File: src/rtl/motoro3_gate_stage.sv
// motoro3_gate_stage
//   Output stage for the motoro3 motor controller. It registers and
//   conditions the motor command on its way to the waveform core, and
//   turns the core's per-phase high/low requests into gate drives that
//   honour a dead-time, block shoot-through, follow a runtime phase-enable
//   mask and shut down on a latched fault.
//
// Ports
//   clk            system clock (10 MHz)
//   nRst           synchronous active-low reset
//   m3start        start command in
//   m3invOrStop    inverse/stop command in
//   m3freq         frequency command in [FREQ_W]
//   m3start_q      registered start to core, held 0 while fltLatched
//   m3invOrStop_q  registered inverse/stop to core
//   m3freq_q       registered frequency, clamped to >= FREQ_MIN [FREQ_W]
//   hReq / lReq    per-phase high/low side requests from core [NPH]
//   phEn           per-phase enable, 0 forces the phase off [NPH]
//   fault          external fault, active-high level
//   fltClr         clears fltLatched and shootErr when fault is low
//   hOut           high-side gate drive, active-high [NPH]
//   lOut           low-side gate drive, active-low when LOW_INV=1 [NPH]
//   fltLatched     sticky fault status
//   shootErr       sticky per-phase simultaneous-request error [NPH]
//
// The per-phase state lives in state_q/cnt_q (unpacked arrays) so that
// checkers can bind to it directly.
module motoro3_gate_stage #(
   parameter int NPH      = 3,
   parameter int FREQ_W   = 10,
   parameter int FREQ_MIN = 1000,
   parameter int DEAD_CYC = 4,
   parameter bit LOW_INV  = 1'b1
) (
   input  logic              clk,
   input  logic              nRst,
   input  logic              m3start,
   input  logic              m3invOrStop,
   input  logic [FREQ_W-1:0] m3freq,
   output logic              m3start_q,
   output logic              m3invOrStop_q,
   output logic [FREQ_W-1:0] m3freq_q,
   input  logic [NPH-1:0]    hReq,
   input  logic [NPH-1:0]    lReq,
   input  logic [NPH-1:0]    phEn,
   input  logic              fault,
   input  logic              fltClr,
   output logic [NPH-1:0]    hOut,
   output logic [NPH-1:0]    lOut,
   output logic              fltLatched,
   output logic [NPH-1:0]    shootErr
);

   localparam int                CNT_W   = $clog2(DEAD_CYC + 1);
   localparam logic [CNT_W-1:0]  CNT_SAT = CNT_W'(DEAD_CYC);
   localparam logic [FREQ_W-1:0] FREQ_LO = FREQ_W'(FREQ_MIN);

   typedef enum logic [1:0] {
      ST_OFF  = 2'd0,
      ST_ON_H = 2'd1,
      ST_ON_L = 2'd2
   } phase_state_t;

   phase_state_t     state_q [NPH];
   phase_state_t     state_d [NPH];
   logic [CNT_W-1:0] cnt_q   [NPH];
   logic [CNT_W-1:0] cnt_d   [NPH];

   logic [NPH-1:0] eff_h;
   logic [NPH-1:0] eff_l;
   logic           blocked;
   logic           clr_ok;

   // The raw fault input gates the requests as well as the latched status,
   // so every ON phase drops on the same edge that latches the fault.
   assign blocked = fltLatched | fault;
   assign eff_h   = hReq & ~lReq & phEn & {NPH{~blocked}};
   assign eff_l   = lReq & ~hReq & phEn & {NPH{~blocked}};
   assign clr_ok  = fltClr & ~fault;

   // Next-state logic. Leaving ON always reloads the counter with 1, so the
   // OFF state needs DEAD_CYC-1 further edges before the counter saturates
   // and the next ON can be taken: exactly DEAD_CYC cycles of both-off.
   always_comb begin
      for (int i = 0; i < NPH; i++) begin
         state_d[i] = state_q[i];
         cnt_d[i]   = cnt_q[i];
         case (state_q[i])
            ST_OFF: begin
               if (cnt_q[i] == CNT_SAT) begin
                  if (eff_h[i]) begin
                     state_d[i] = ST_ON_H;
                  end else if (eff_l[i]) begin
                     state_d[i] = ST_ON_L;
                  end
               end else begin
                  cnt_d[i] = cnt_q[i] + 1'b1;
               end
            end
            ST_ON_H: begin
               if (!eff_h[i]) begin
                  state_d[i] = ST_OFF;
                  cnt_d[i]   = CNT_W'(1);
               end
            end
            ST_ON_L: begin
               if (!eff_l[i]) begin
                  state_d[i] = ST_OFF;
                  cnt_d[i]   = CNT_W'(1);
               end
            end
            default: begin
               state_d[i] = ST_OFF;
               cnt_d[i]   = CNT_W'(1);
            end
         endcase
      end
   end

   always_ff @(posedge clk) begin
      if (!nRst) begin
         for (int i = 0; i < NPH; i++) begin
            state_q[i] <= ST_OFF;
            cnt_q[i]   <= '0;
         end
      end else begin
         for (int i = 0; i < NPH; i++) begin
            state_q[i] <= state_d[i];
            cnt_q[i]   <= cnt_d[i];
         end
      end
   end

   // Command path and sticky status. A new shoot-through on the clear
   // cycle wins over the clear because the set is OR-ed in last.
   always_ff @(posedge clk) begin
      if (!nRst) begin
         m3start_q     <= 1'b0;
         m3invOrStop_q <= 1'b0;
         m3freq_q      <= FREQ_LO;
         fltLatched    <= 1'b0;
         shootErr      <= '0;
      end else begin
         m3start_q     <= m3start & ~fltLatched;
         m3invOrStop_q <= m3invOrStop;
         m3freq_q      <= (m3freq > FREQ_LO) ? m3freq : FREQ_LO;
         fltLatched    <= fault | (fltLatched & ~fltClr);
         shootErr      <= (clr_ok ? '0 : shootErr) | (hReq & lReq);
      end
   end

   // Gate drives decode straight from the state registers.
   always_comb begin
      hOut = '0;
      lOut = {NPH{LOW_INV}};
      for (int i = 0; i < NPH; i++) begin
         hOut[i] = (state_q[i] == ST_ON_H);
         lOut[i] = (state_q[i] == ST_ON_L) ^ LOW_INV;
      end
   end

endmodule

File: config.mk
export PLATFORM = sky130hd
export DESIGN_NAME = motoro3_gate_stage
export DESIGN_NICKNAME = d
export VERILOG_FILES = /design/src/rtl/motoro3_gate_stage.sv
export SDC_FILE = /design/constraint.sdc
export NUM_CORES = 1
export LEC_CHECK = 0
export CAP_MARGIN = 20
export CORE_MARGIN = 2
export CORE_UTILIZATION = 40
export DETAILED_ROUTE_END_ITERATION = 8
export HOLD_SLACK_MARGIN = 0.03
export PLACE_DENSITY_LB_ADDON = 0.1
export SETUP_SLACK_MARGIN = 0.2
export SLEW_MARGIN = 0
export SYNTH_ARGS = -nofsm -noshare
export SYNTH_HDL_FRONTEND = slang
export SYNTH_SLANG_ARGS = --single-unit
File: constraint.sdc
create_clock -name clk -period 1.3 [get_ports clk]
set_input_delay 0.26 -clock clk [delete_from_list [all_inputs] [get_ports clk]]
set_output_delay 0.26 -clock clk [all_outputs]
set_load 0.1 [all_outputs]
; ---- Word level (Yosys, flattened, before mapping)
; Memory sizes are Yosys's and may differ from the RTL's.
; Index checks and enable logic that the tools add are counted.
[word_totals]
out_inout_bits = 22
input_bits = 25
memories = 2
word_cells = 91
reg_bits = 16
mem_bits_rw = 15
[mem_list]
columns = name, words, width, read_ports, rd_clocked_by_memory_dff, write_ports, line
row1 = cnt_q, 3, 3, 3, 0, 3, 66  ; logic [CNT_W-1:0] cnt_q [NPH];
row2 = state_q, 3, 2, 3, 0, 3, 64  ; phase_state_t state_q [NPH];
[classes]
n_reduce_logical = 4
bitwise_logic = 28
magnitude_cmp = 1
n_eq_ne = 9
n_mux = 39
add_sub_neg = 3
[op_table]
columns = op, count
row1 = $mux 3, 13
row2 = $mux 2, 18
row3 = $pmux 3 s3, 3
row4 = $and 3x3->3, 7
row5 = $pmux 2 s3, 3
row6 = $gt 10x10->1 const B, 1
row7 = $add 3x1->3 const B, 3
row8 = $eq 3x3->1 const B, 3
row9 = $or 1x1->1, 8
row10 = $not 1->1, 7
row11 = $eq 2x1->1 const B, 3
row12 = $eq 2x2->1 const B, 3
row13 = $logic_not 2->1, 3
row14 = $not 3->3, 2
row15 = $and 1x1->1, 3
row16 = $or 3x3->3, 1
row17 = $mux 1, 2
row18 = $reduce_and 2->1, 1

; ---- Logic depth before layout (Yosys ltp)
; Gate-level depths: netlist of the first run.
[depth]
word_depth = 9
ltp_mapped = 6
ltp_nobuf = 6

; ---- Least setup slack after synthesis of the first run
; Ideal clock, no wire load.
[synth_timing]
path_kind = register -> output
from = mem state_q[0][0] in the netlist's numbering
to = out hOut[0]
n_path_buf = 0
stages_incl_launch_ff = 2
t_arrival_ps = 1798
t_required_ps = 1040
setup_slack_ps = -758
path_cell_list = dfxtp_1 nor2b_1
[synth_lines]
columns = element, line
row1 = from (decl), 64
row2 = to (decl), 48  ; output logic [NPH-1:0] hOut,

==> results_dict.tcl, run 1 <==
set metrics [dict create \
    portBuffers 46 \
    path_buf_inv 0 \
    grt_use_total_pct 22.1 \
    hold_path_depth 3 \
    worstSetupPathType "reg -> reg" \
    status "finished with violations" \
    p_total_mw 2.84 \
    place.gp.congestion 0.808 \
    drt_first_iter_violations 47 \
    syn_area_mm2 0.00133 \
    antennaDiodeCount 0 \
    floorplan.initialDensity_pct 42.8 \
    rr_startpoint "fltLatched" \
    grt_max_degree 12 \
    synthArstFlopShare_pct 0 \
    ctsLongestPathBuffers 2 \
    hold_path_startpoint "nRst" \
    reg2reg_to "cnt_q[0][0]" \
    synth_top_flop_cell "dfxtp_1" \
    die_area_mm2 0.00380 \
    postSynthCellCount 139 \
    ir_drop_v 0.00103 \
    post-route-drc-count 0 \
    clk_latency_ns 0.34 \
    ff2ff_path_depth 4 \
    hold_buffers 0 \
    synth-edff-count 0 \
    fin_util_pct 81.3 \
    ys_warn_count 0 \
    nets 252 \
    viasPerCell 5.13 \
    fin_worst_skew_ns 0.00590 \
    ys_seq_area_share_pct 46.7 \
    report.final.hold_viol_count 0 \
    die_y_um 61.6 \
    design_area_mm2 0.00252 \
    cts-root-buf "clkbuf_4" \
    whs_ns 0.408 \
    tns_ns -1.45 \
    cp_top_family "simple AND/OR/NAND/NOR gates" \
    die_w_um 61.6 \
    rows 20 \
    max_stage_delay_ns 0.39 \
    overflow 0 \
    syn_area_per_cell_um2 9.55 \
    clk_pin_slew_ns 0.10 \
    drive_gt1_share_pct 46.8 \
    place_area_mm2 0.00222 \
    min_period_over_period_pct 117 \
    holdPathEnd "cnt_q[0][3]" \
    wl_um 3900 \
    detail-route-antenna-nets 0 \
    placedCellCount 241 \
    failed_checks "negative setup slack" \
    min_period_ns 1.52 \
    core-area_mm2 0.00310 \
    antenna_found_initial 0 \
    synth_seq_cells 31 \
    crit_required_ns 1.53 \
    ys_types 37 \
    io_pins 47 \
    grt_setup_unrepaired "yes" \
    power_leakage_nw 1.05 \
    cp.arrival_ns 1.75 \
    hold_path.class "in -> reg" \
    fill_cells 192 \
    avgRoutedWirePerCell_um 14.7 \
    htree_levels 2 \
    hpwl_um 2650 \
    final-setup-viol-count 15 \
    numCtsBuffers 5 \
    syn_to_final_growth_pct 90.0 \
    seq_area_um2 661 \
    cp-end-kind "flop" \
    fmax_mhz 658 \
    firstDrtPassIters 4 \
    power_density_mw_per_mm2 1130 \
    vias 1365 \
    slew_viol_final 0 \
    cts.sinks 31 \
    grt_pass1_vias 1349 \
    place_ws_ns -0.646 \
    maxCapViolCount 0 \
    cts_tree "built" \
    start_kind "flop" \
    finalWorstSetupSlack_ns -0.220 \
    worst_path_max_delay_cell "or3b_4" \
    grt_pass1_wl_um 6000 \
    multi_input_area_um2 801 \
    crit_fanout 3 \
    reg2reg_slack_ns -0.22 \
    fin_cells 266 \
    path_cells "or3b_4, nor4b_4, o22ai_2, o211a_1" \
]
[where the power goes]
part / internal, mW / switching [mW]
sequential: 1.05 / 0.106
clock: 0.318 / 0.336
combinational: 0.449 / 0.588
total: 1.81 / 1.03
[cells in the mapped netlist (2+ instances only)]
master	count	area share (%)
dfxtp_1	31	47
nor4_1	2	0.94
nand3_1	3	1.1
nor4b_1	2	1.3
nor3b_1	4	2.3
nor2_1	11	3.1
a22oi_1	3	1.7
inv_1	9	2.5
nand2_1	10	2.8
nor4bb_1	2	1.5
a21oi_1	5	1.9
nor2b_1	3	1.4
a31oi_1	3	1.4
o31ai_1	2	1.1
or3_1	2	0.94
and2_1	6	2.8
o21ai_0	5	1.9
nand3b_1	3	1.7
o211a_1	3	2.3
o21a_1	2	1.1
ha_1	6	5.7
nand4_1	3	1.4
nand2b_1	5	2.4
[what timing repair did]
item / 4_1_cts / 5_1_grt
cloned: 0 / 0
setup endpoints to repair: 38 / 40
resized for setup: 32 / 7
setup buffers: 15 / 2
pin swaps: 13 / 2
[worst reg2reg max path: cells and delay by family, from the launching register on]
kind / cells / cell delay [ns]
AOI/OAI and AO/OA: 2 / 0.38
DFF: 1 / 0.36
and+or+nand+nor: 2 / 0.68
[state kept, by name, indices dropped and copies added (netlist names)]
register	cells
fltLatched	1
m3invOrStop_q	1
m3freq_q	10
cnt_q	9
m3start_q	1
state_q	6
shootErr	3
[kinds of logic after synthesis]
logic type | count (synthesis) | share of synthesized area, %
flip-flops | 31 | 46.7
XOR/XNOR | 1 | 0.660
AND/OR/NAND/NOR | 60 | 27.5
AO/OA/AOI/OAI | 29 | 16.0
other | 1 | 0.282
adder cells (fa/ha/maj) | 6 | 5.65
buffers and inverters | 11 | 3.11
[cells in the final DEF (no fill, tap or decap), types with 4 or more instances in the layout]
cell,n
buf_4,23
nand2_1,9
dfxtp_4,4
dfxtp_1,7
conb_1,5
clkbuf_4,5
inv_1,9
a21oi_1,5
nor2_1,10
dlygate4sd2_1,5
buf_12,23
ha_1,4
clkdlybuf4s50_1,18
dfxtp_2,20
and2_1,6
[cell type report]
type | instances | area share, %
repair buffers | 73 | 35.8
multi-input cells | 101 | 31.7
flip-flops and latches | 31 | 26.2
clock buffers | 8 | 2.73
well taps | 44 | 2.18
inverters | 9 | 1.34
[per-layer routing]
metal	wire length, µm	vias to the layer above	global-route usage, %
met5	0	-	0
met4	101	0	10.6
met3	263	9	6.30
met2	1950	54	38.2
met1	1590	647	24.8
li1	-	655	-
[worst max-delay path by stage]
stage               startpoint  cells past startpoint     endpoint
floorplan           fltLatched                      4  cnt_q[0][0]
global placement         fault                      5  cnt_q[0][0]
detailed placement       fault                      5  cnt_q[0][1]
CTS                 fltLatched                      4  cnt_q[0][2]
global route        fltLatched                      4  cnt_q[0][2]
finish              fltLatched                      4  cnt_q[0][0]
Power figures use the tool's default switching activity.
==> inputs of run 2 (changes only) <==
--- a/config.mk
+++ b/config.mk
@@ -5,7 +5,7 @@
 export SDC_FILE = /design/constraint.sdc
 export NUM_CORES = 1
 export LEC_CHECK = 0
-export CAP_MARGIN = 20
+export CAP_MARGIN = 5
 export CORE_MARGIN = 2
 export CORE_UTILIZATION = 40
 export DETAILED_ROUTE_END_ITERATION = 8
==> results of run 2 <==
Same layout as run 1: the final DEF is identical, and so are final timing and power.
